### src/rtl/isa_pkg.sv
// Shared ISA definitions for the model computer: instruction classes, opcode
// field positions and the encoder FSM state enum (also imported by the decoder).
package isa_pkg;

  localparam logic [1:0] CLS_IMM  = 2'b00;
  localparam logic [1:0] CLS_CALC = 2'b01;
  localparam logic [1:0] CLS_COPY = 2'b10;
  localparam logic [1:0] CLS_COND = 2'b11;

  // Opcode layout: [7:6] class, [5:3] copy source, [2:0] a/dest, [5:0] immediate
  localparam int OPC_CLS_LSB = 6;
  localparam int OPC_SRC_LSB = 3;
  localparam int OPC_DST_LSB = 0;
  localparam int OPC_IMM_W   = 6;

  typedef enum logic [1:0] {
    ST_IDLE = 2'd0,
    ST_LOAD = 2'd1,
    ST_DONE = 2'd2
  } enc_state_e;

endpackage

### src/rtl/opcode_encoder_if.sv
// Handshake bundles around the encoder: decoded-field input stream and
// program-memory write stream. Master drives valid/data, slave drives ready.
interface opcode_fld_if;
  logic       in_valid;
  logic       in_ready;
  logic [1:0] in_class;
  logic [2:0] in_a;
  logic [2:0] in_b;
  logic [5:0] in_imm;
  logic       in_last;

  modport master (output in_valid, in_class, in_a, in_b, in_imm, in_last,
                  input  in_ready);
  modport slave  (input  in_valid, in_class, in_a, in_b, in_imm, in_last,
                  output in_ready);
endinterface

interface opcode_wr_if #(parameter int ADDR_W = 8);
  logic              out_valid;
  logic              out_ready;
  logic [7:0]        out_opcode;
  logic [ADDR_W-1:0] out_addr;

  modport master (output out_valid, out_opcode, out_addr,
                  input  out_ready);
  modport slave  (input  out_valid, out_opcode, out_addr,
                  output out_ready);
endinterface

### src/rtl/opcode_pack.sv
// Combinational fields->opcode packer, zero latency, no flow control.
// Fields a class does not use never reach the opcode.
module opcode_pack
  import isa_pkg::*;
(
  input  logic [1:0] cls_i,
  input  logic [2:0] a_i,
  input  logic [2:0] b_i,
  input  logic [5:0] imm_i,
  output logic [7:0] opcode_o
);

  always_comb begin
    opcode_o = 8'h00;
    case (cls_i)
      CLS_IMM:  opcode_o = {CLS_IMM,  imm_i};
      CLS_CALC: opcode_o = {CLS_CALC, 3'b000, a_i};
      CLS_COPY: opcode_o = {CLS_COPY, a_i, b_i};
      default:  opcode_o = {CLS_COND, 3'b000, a_i};
    endcase
  end

endmodule

### src/rtl/opcode_encoder.sv
// Streaming instruction encoder: accept at edge N gives out_valid at N+1, 1/cycle;
// one-deep output register stalls in_ready while full and out_ready is low. OPCODE_ENC_CHECKSUM_EN adds checksum.
module opcode_encoder
  import isa_pkg::*;
#(
  parameter int ADDR_W = 8
)
(
  input  logic            clk,
  input  logic            rst_n,
  input  logic            start,
  opcode_fld_if.slave     fld,
  opcode_wr_if.master     wr,
  output logic            busy,
  output logic            done,
  output logic            overflow,
  output logic [ADDR_W:0] count
`ifdef OPCODE_ENC_CHECKSUM_EN
  ,
  output logic [7:0]      checksum
`endif
);

  enc_state_e        state_q, state_d;
  logic [ADDR_W-1:0] addr_q, addr_d;
  logic [ADDR_W:0]   count_q, count_d;
  logic              ovf_q, ovf_d;
  logic              out_vld_q, out_vld_d;
  logic [7:0]        opc_q, opc_d;
  logic [ADDR_W-1:0] oaddr_q, oaddr_d;
  logic [7:0]        packed_opc;
  logic              in_rdy;
  logic              accept;
  logic              at_max;

  opcode_pack u_pack (
    .cls_i    (fld.in_class),
    .a_i      (fld.in_a),
    .b_i      (fld.in_b),
    .imm_i    (fld.in_imm),
    .opcode_o (packed_opc)
  );

  assign in_rdy = (state_q == ST_LOAD) && (!out_vld_q || wr.out_ready);
  assign accept = fld.in_valid && in_rdy;
  assign at_max = &addr_q;

  always_comb begin
    state_d   = state_q;
    addr_d    = addr_q;
    count_d   = count_q;
    ovf_d     = ovf_q;
    out_vld_d = out_vld_q;
    opc_d     = opc_q;
    oaddr_d   = oaddr_q;
    if (out_vld_q && wr.out_ready) begin
      out_vld_d = 1'b0;
    end
    case (state_q)
      ST_LOAD: begin
        if (accept) begin
          out_vld_d = 1'b1;
          opc_d     = packed_opc;
          oaddr_d   = addr_q;
          count_d   = count_q + 1'b1;
          // The last slot closes the program; the address holds instead of wrapping
          if (fld.in_last || at_max) begin
            state_d = ST_DONE;
            ovf_d   = !fld.in_last;
          end else begin
            addr_d = addr_q + 1'b1;
          end
        end
      end
      default: begin
        if (start) begin
          state_d = ST_LOAD;
          addr_d  = '0;
          count_d = '0;
          ovf_d   = 1'b0;
        end
      end
    endcase
  end

  always_ff @(posedge clk or negedge rst_n) begin
    if (!rst_n) begin
      state_q   <= ST_IDLE;
      addr_q    <= '0;
      count_q   <= '0;
      ovf_q     <= 1'b0;
      out_vld_q <= 1'b0;
      opc_q     <= 8'h00;
      oaddr_q   <= '0;
    end else begin
      state_q   <= state_d;
      addr_q    <= addr_d;
      count_q   <= count_d;
      ovf_q     <= ovf_d;
      out_vld_q <= out_vld_d;
      opc_q     <= opc_d;
      oaddr_q   <= oaddr_d;
    end
  end

`ifdef OPCODE_ENC_CHECKSUM_EN
  logic [7:0] csum_q, csum_d;

  always_comb begin
    csum_d = csum_q;
    if (start && (state_q != ST_LOAD)) begin
      csum_d = 8'h00;
    end else if (accept) begin
      csum_d = csum_q ^ packed_opc;
    end
  end

  always_ff @(posedge clk or negedge rst_n) begin
    if (!rst_n) begin
      csum_q <= 8'h00;
    end else begin
      csum_q <= csum_d;
    end
  end

  assign checksum = csum_q;
`endif

  assign fld.in_ready  = in_rdy;
  assign wr.out_valid  = out_vld_q;
  assign wr.out_opcode = opc_q;
  assign wr.out_addr   = oaddr_q;
  assign busy          = (state_q == ST_LOAD);
  assign done          = (state_q == ST_DONE);
  assign overflow      = ovf_q;
  assign count         = count_q;

endmodule

### src/flat_wrapper.sv
// flat-port wrapper written by rule: the top's interface ports become plain ports
module opcode_encoder_flat import isa_pkg::*;
#(
  parameter int ADDR_W = 8
)
  (clk, rst_n, start, busy, done, overflow, count, fld_in_valid, fld_in_class, fld_in_a, fld_in_b, fld_in_imm, fld_in_last, fld_in_ready, wr_out_valid, wr_out_opcode, wr_out_addr, wr_out_ready);
  opcode_fld_if fld_i ();
  opcode_wr_if #(.ADDR_W(ADDR_W)) wr_i ();
  input  logic clk;
  input  logic rst_n;
  input  logic start;
  output logic busy;
  output logic done;
  output logic overflow;
  output logic [ADDR_W:0] count;
  input wire logic [$bits(fld_i.in_valid)-1:0] fld_in_valid;
  input wire logic [$bits(fld_i.in_class)-1:0] fld_in_class;
  input wire logic [$bits(fld_i.in_a)-1:0] fld_in_a;
  input wire logic [$bits(fld_i.in_b)-1:0] fld_in_b;
  input wire logic [$bits(fld_i.in_imm)-1:0] fld_in_imm;
  input wire logic [$bits(fld_i.in_last)-1:0] fld_in_last;
  output wire logic [$bits(fld_i.in_ready)-1:0] fld_in_ready;
  output wire logic [$bits(wr_i.out_valid)-1:0] wr_out_valid;
  output wire logic [$bits(wr_i.out_opcode)-1:0] wr_out_opcode;
  output wire logic [$bits(wr_i.out_addr)-1:0] wr_out_addr;
  input wire logic [$bits(wr_i.out_ready)-1:0] wr_out_ready;
  assign fld_i.in_valid = fld_in_valid;
  assign fld_i.in_class = fld_in_class;
  assign fld_i.in_a = fld_in_a;
  assign fld_i.in_b = fld_in_b;
  assign fld_i.in_imm = fld_in_imm;
  assign fld_i.in_last = fld_in_last;
  assign fld_in_ready = fld_i.in_ready;
  assign wr_out_valid = wr_i.out_valid;
  assign wr_out_opcode = wr_i.out_opcode;
  assign wr_out_addr = wr_i.out_addr;
  assign wr_i.out_ready = wr_out_ready;
  opcode_encoder #(.ADDR_W(ADDR_W)) u_core (.clk(clk), .rst_n(rst_n), .start(start), .fld(fld_i), .wr(wr_i), .busy(busy), .done(done), .overflow(overflow), .count(count));
endmodule
### config.mk
export PLATFORM = sky130hd
export DESIGN_NAME = opcode_encoder_flat
export DESIGN_NICKNAME = d
export VERILOG_FILES = /design/src/rtl/isa_pkg.sv /design/src/rtl/opcode_encoder_if.sv /design/src/rtl/opcode_pack.sv /design/src/rtl/opcode_encoder.sv /design/src/flat_wrapper.sv
export SDC_FILE = /design/constraint.sdc
export NUM_CORES = 1
export LEC_CHECK = 0
export BUFFER_PORTS_ARGS = -buffer_cell sky130_fd_sc_hd__buf_4
export CAP_MARGIN = 10
export CORE_UTILIZATION = 55
export DETAILED_ROUTE_END_ITERATION = 7
export PLACE_DENSITY = 0.87
export RECOVER_POWER = 50
export SKIP_LAST_GASP = 1
export SLEW_MARGIN = 20
export SYNTH_ARGS = -nofsm -noshare
export SYNTH_HDL_FRONTEND = slang
export SYNTH_SLANG_ARGS = --single-unit
### constraint.sdc
create_clock -name clk -period 2.8 [get_ports clk]
set_input_delay 0.56 -clock clk [delete_from_list [all_inputs] [get_ports clk]]
set_output_delay 0.56 -clock clk [all_outputs]
set_load 0.02 [all_outputs]
# After elaboration in Yosys (flattened, before gate mapping)
# Cells that the tools add are included.
# totals
register_bits,37
output_inout_bits,30
elab_cells,49
# classes
add_sub_neg,2
n_eq_ne,7
muxes,19
n_reduce_logical,14
# ops
operator,n
two-way mux 8 bit,4
two-way mux 9 bit,3
case mux 8 bit (3 select lines),1
"adder 9 x 1 -> 9 bit, second input constant",1
"adder 8 x 1 -> 8 bit, second input constant",1
two-way mux 2 bit,4
AND reduction 8 bit,1
two-way mux 1 bit,7
AND reduction 3 bit,2
"equality test 2 x 1 -> 1 bit, second input constant",2
"equality test 2 bit, second input constant",2
"!= test 2 x 1 -> 1 bit, second input constant",2
AND reduction 2 bit,2
logical AND 1 bit,3
logical NOT 1 bit,2
logical NOT 2 bit,1
logical OR 1 bit,2
"!= test 2 bit, second input constant",1
nonzero test 2 bit,1

# Longest topological paths before layout
# logic_depth
ltp_word,6
ltp_mapped,7

# Modules after synthesis
# A second synthesis with hierarchy kept.
# unflattened
cells_unflattened,197
area_unflattened_um2,1851.8
# modules_own_cells
module,instances,cells_per_inst,area_per_inst_um2,seq_area_each_um2
opcode_encoder,1,178,1730.4,925.9
opcode_pack,1,19,121.4,0.0

# Worst setup path before layout
# No wires, ideal clock.
# synth_timing
path_type,register -> register
startpoint,register u_core.addr_q[0]
endpoint,register u_core.addr_q[7]
arrival_ns,1.604
setup_slack_ns,1.127
stages_incl_launch_ff,6
path_buffers,0
period_less_slack_ns,1.673
cell_sequence,dfrtp_1 -> ha_1 -> and3_4 -> a21o_4 -> or4b_1 -> nand3_1
# synth_via
elab_chain_len,4
elab_cells_between_ends,8
cone_classes,1 x add/sub; 1 x eq/ne; 3 x mux; 3 x reduce/logical
# synth_rtl
element,line_no,source
"start, declared",opcode_encoder.sv:25,"logic [ADDR_W-1:0] addr_q, addr_d;"
"start signal, assigned",opcode_encoder.sv:97,addr_q <= addr_d;
adder 8 x 1 -> 8 bit or AND reduction 8 bit (tied branches),"opcode_encoder.sv:71, opcode_encoder.sv:46",
two-way mux 8 bit or logical OR 1 bit (tied branches),opcode_encoder.sv:67,if (fld.in_last || at_max) begin
two-way mux 8 bit or != test 2 bit (tied branches),-,
two-way mux 8 bit or AND reduction 3 bit (tied branches),-,
# Parallel ways exist; a longest one is shown, timed or not. The select of a mux whose other input is x is not followed.
# A chain may end at the register's enable or synchronous reset.

# Worst setup path after layout
# layout_timing
startpoint,register u_core.state_q[0]
endpoint,output fld_in_ready
# layout_via
elab_chain_len,2
# layout_rtl
element,line_no,source
"start, declared",opcode_encoder.sv:24,"enc_state_e state_q, state_d;"
"start signal, assigned",opcode_encoder.sv:96,state_q <= state_d;
equality test 2 x 1 -> 1 bit,opcode_encoder.sv:44,assign in_rdy = (state_q == ST_LOAD) && (!out_vld_q || wr.out_ready);
logical AND 1 bit,opcode_encoder.sv:44,
"end, declared",flat_wrapper.sv:22,output wire logic [$bits(fld_i.in_ready)-1:0] fld_in_ready;
# Every way passes these cells.

==> impl_metrics.tcl <==
set metrics [dict create \
    nFillCells 278 \
    power_frac_comb 0.345 \
    hold_class "in -> reg" \
    p_leak_nw 1.090 \
    clock_path_buffers 2 \
    detail_route.wl_per_cell_um 13.25 \
    syn_area_um2 1837 \
    yosysSeqAreaShare 0.5041 \
    die_area_um2 3575 \
    synth_edf_count 0 \
    min_to "u_core.state_q[1]" \
    ff2ff_setup_slack_ns 0.71 \
    nNetsFinal 261 \
    cts.clk_slew.worst_paths_ns 0.11 \
    numPortBuffers 49 \
    ys.flop_type "dfrtp_1" \
    hold_viol 0 \
    dieWidth_um 59.79 \
    place_area_um2 2215 \
    period_minus_slack_ns 2.176 \
    cts_tree "done" \
    diodes 0 \
    syn-num-nets 214 \
    antenna_found_initial 0 \
    wl_met2_um 1796 \
    start_util 0.5919 \
    clkPwrFrac 0.183 \
    synth_area_per_cell_um2 9.566 \
    cts_setup_buffers 0 \
    post-route-period-util 0.7771 \
    fp-row-count 20 \
    switching_share 0.3854 \
    cp_max_fo 8 \
    grt_pass1_vias 1465 \
    start_kind "flip-flop" \
    grt_use_total 0.2360 \
    power_frac_seq 0.472 \
    htreeDepth 2 \
    tightest_slew_ns 1.902 \
    failed_checks "max-capacitance violations, max-slew violations" \
    drt_iter0_markers 75 \
    relSlewSlack -0.2678 \
    grt_first_pass_wirelength_um 6230 \
    async_reset_ff_frac 1.000 \
    skew_ns 0.006519 \
    irDropWorstVdd_mv 0.4394 \
    syn_inst 192 \
    ant_nets 0 \
    power_switching_w 0.0006016 \
    yosysMostFrequentCell "nand2_1" \
    cts_resized 0 \
    vias 1594 \
    yosysTopAreaCellShare 0.5041 \
    hold_depth 2 \
    drc 0 \
    yosysWarnings 0 \
    io_pins 50 \
    setup_viol 0 \
    drt-met1-wl_um 1687 \
    yosys-top-cells-area "dfrtp_1, nand2_1, mux2i_1" \
    place_congestion 0.8099 \
    internal_power_w 0.0009594 \
    coreArea_um2 3103 \
    ys_ff_latch 37 \
    first_pass_iters 4 \
    grt-ovfl-total 0 \
    grt_max_degree 46 \
    fin_tns_setup_ns 0 \
    critical_path_required_ns 2.24 \
    fin_area_um2 2217 \
    dr.max_layer_used "met4" \
    synth_common_cells "nand2_1, dfrtp_1, nand3_1" \
    max_cap_violations 1 \
    end_kind "output port" \
    reg2reg_to "u_core.addr_q[1]" \
    path_class "reg -> out" \
    worstPathArrival_ns 1.62 \
    drv_slew 38 \
    min-delay-start "start" \
    worstReg2RegStart "u_core.state_q[1]" \
    synth_top_cell_by_area "dfrtp_1" \
    fmax_mhz 459.6 \
    areaGrowthSynthToFinish_pct 20.71 \
    die_h_um 59.79 \
    whs_ns 0.4466 \
    status "finished, violations left" \
    power_w 0.001561 \
    drive_gt1_frac 0.2134 \
    root_buffer "clkbuf_4" \
    dr_wl_met3_um 240 \
    clock-sinks 37 \
    clkLatencyLatePin_ns 0.34 \
    place_hpwl_um 2579 \
    p_per_area_nw_per_um2 704.1 \
    rr_worst_depth 5 \
    rsz0062_at_grt "no" \
    cts_buffers 5 \
    synth_cell_types 40 \
    cts.hold.buffers_added 0 \
    drt_wl_total_um 3751 \
    via_per_inst 5.633 \
]
[critical path: stages (launching register included)]
cell and delay, ns:
dfrtp_1 0.44, nand2b_4 0.12, clkinvlp_2 0.31, and2_1 0.25, buf_4 0.15
[cell type report]
| class | count | area [um^2] | area share |
|---|---|---|---|
| Timing Repair Buffer | 49 | 315.3 | 0.1422 |
| Multi-Input combinational cell | 144 | 857.1 | 0.3866 |
| Clock buffer | 7 | 55.05 | 0.02483 |
| Tap cell | 44 | 55.05 | 0.02483 |
| Inverter | 2 | 8.758 | 0.003950 |
| Sequential cell | 37 | 925.9 | 0.4176 |
[power by group through the flow]
stage,sequential [W],combinational [W],clock (W)
after floorplan,0.000848,0.000243,0
after global placement,0.000746,0.000571,0
after detailed placement,0.000748,0.000585,0
after CTS,0.000738,0.000586,0.000292
after global routing,0.000750,0.000597,0.000314
final,0.000737,0.000538,0.000286
[routing by layer]
layer  track usage  vias to the layer above
met5             0                        -
met4       0.06312                        0
met3       0.06494                        4
met2        0.3857                       57
met1        0.3096                      743
li1              -                      790
[worst max-delay path by stage]
| stage | endpoint | depth (start not counted) | slack [ns] | start |
|---|---|---|---|---|
| detailed placement | u_core.addr_q[1] | 5 | 0.69 | wr_out_ready |
| finish | fld_in_ready | 4 | 0.62 | u_core.state_q[0] |
| global route | u_core.addr_q[1] | 5 | 0.55 | u_core.state_q[1] |
| CTS | fld_in_ready | 4 | 0.86 | u_core.state_q[0] |
| floorplan | u_core.addr_q[7] | 5 | 1.13 | u_core.addr_q[0] |
| global placement | u_core.addr_q[1] | 5 | 0.72 | wr_out_ready |
[cells by family after synthesis]
group,Yosys count,synth area share
muxes,7,0.03815
and+or+nand+nor,91,0.2486
buffers and inverters,11,0.02928
adders and majority gates,2,0.01362
DFF,37,0.5041
xor gates and xnor gates,1,0.004769
AOI/OAI and AO/OA,43,0.1614
[registers in the layout (all words and copies together) (netlist names)]
| register | cells |
|---|---|
| u_core.count | 9 |
| u_core.addr_q | 8 |
| u_core.wr.out_addr | 8 |
| u_core.wr.out_opcode | 8 |
| u_core.state_q | 2 |
| u_core.overflow | 1 |
| u_core.wr.out_valid | 1 |
[metrics by stage]
step	util	std cells	worst slack [ns]
CTS	0.7315	283	0.8643
global route	0.7145	283	0.5519
finish	0.7145	283	0.6241
global placement	0.7137	276	0.7208
floorplan	-	192	1.127
detailed placement	0.7137	276	0.6936
[layout by cell type (no fill, tap or decap), types with 2 or more instances in the layout]
cell type	instances
nand2_1	50
dfrtp_1	37
buf_4	35
clkbuf_1	15
nand3_1	10
o21ai_0	8
nor2_1	7
a21oi_1	7
a31oi_1	7
mux2i_1	7
and3_1	5
clkbuf_4	5
o311ai_0	4
o31ai_1	4
o211ai_1	3
a31o_2	3
nand2b_1	2
and2_1	2
or3_1	2
nand4_1	2
nor2b_1	2
o41ai_1	2
ha_1	2
No activity file was read; power rests on OpenSTA's default activity.
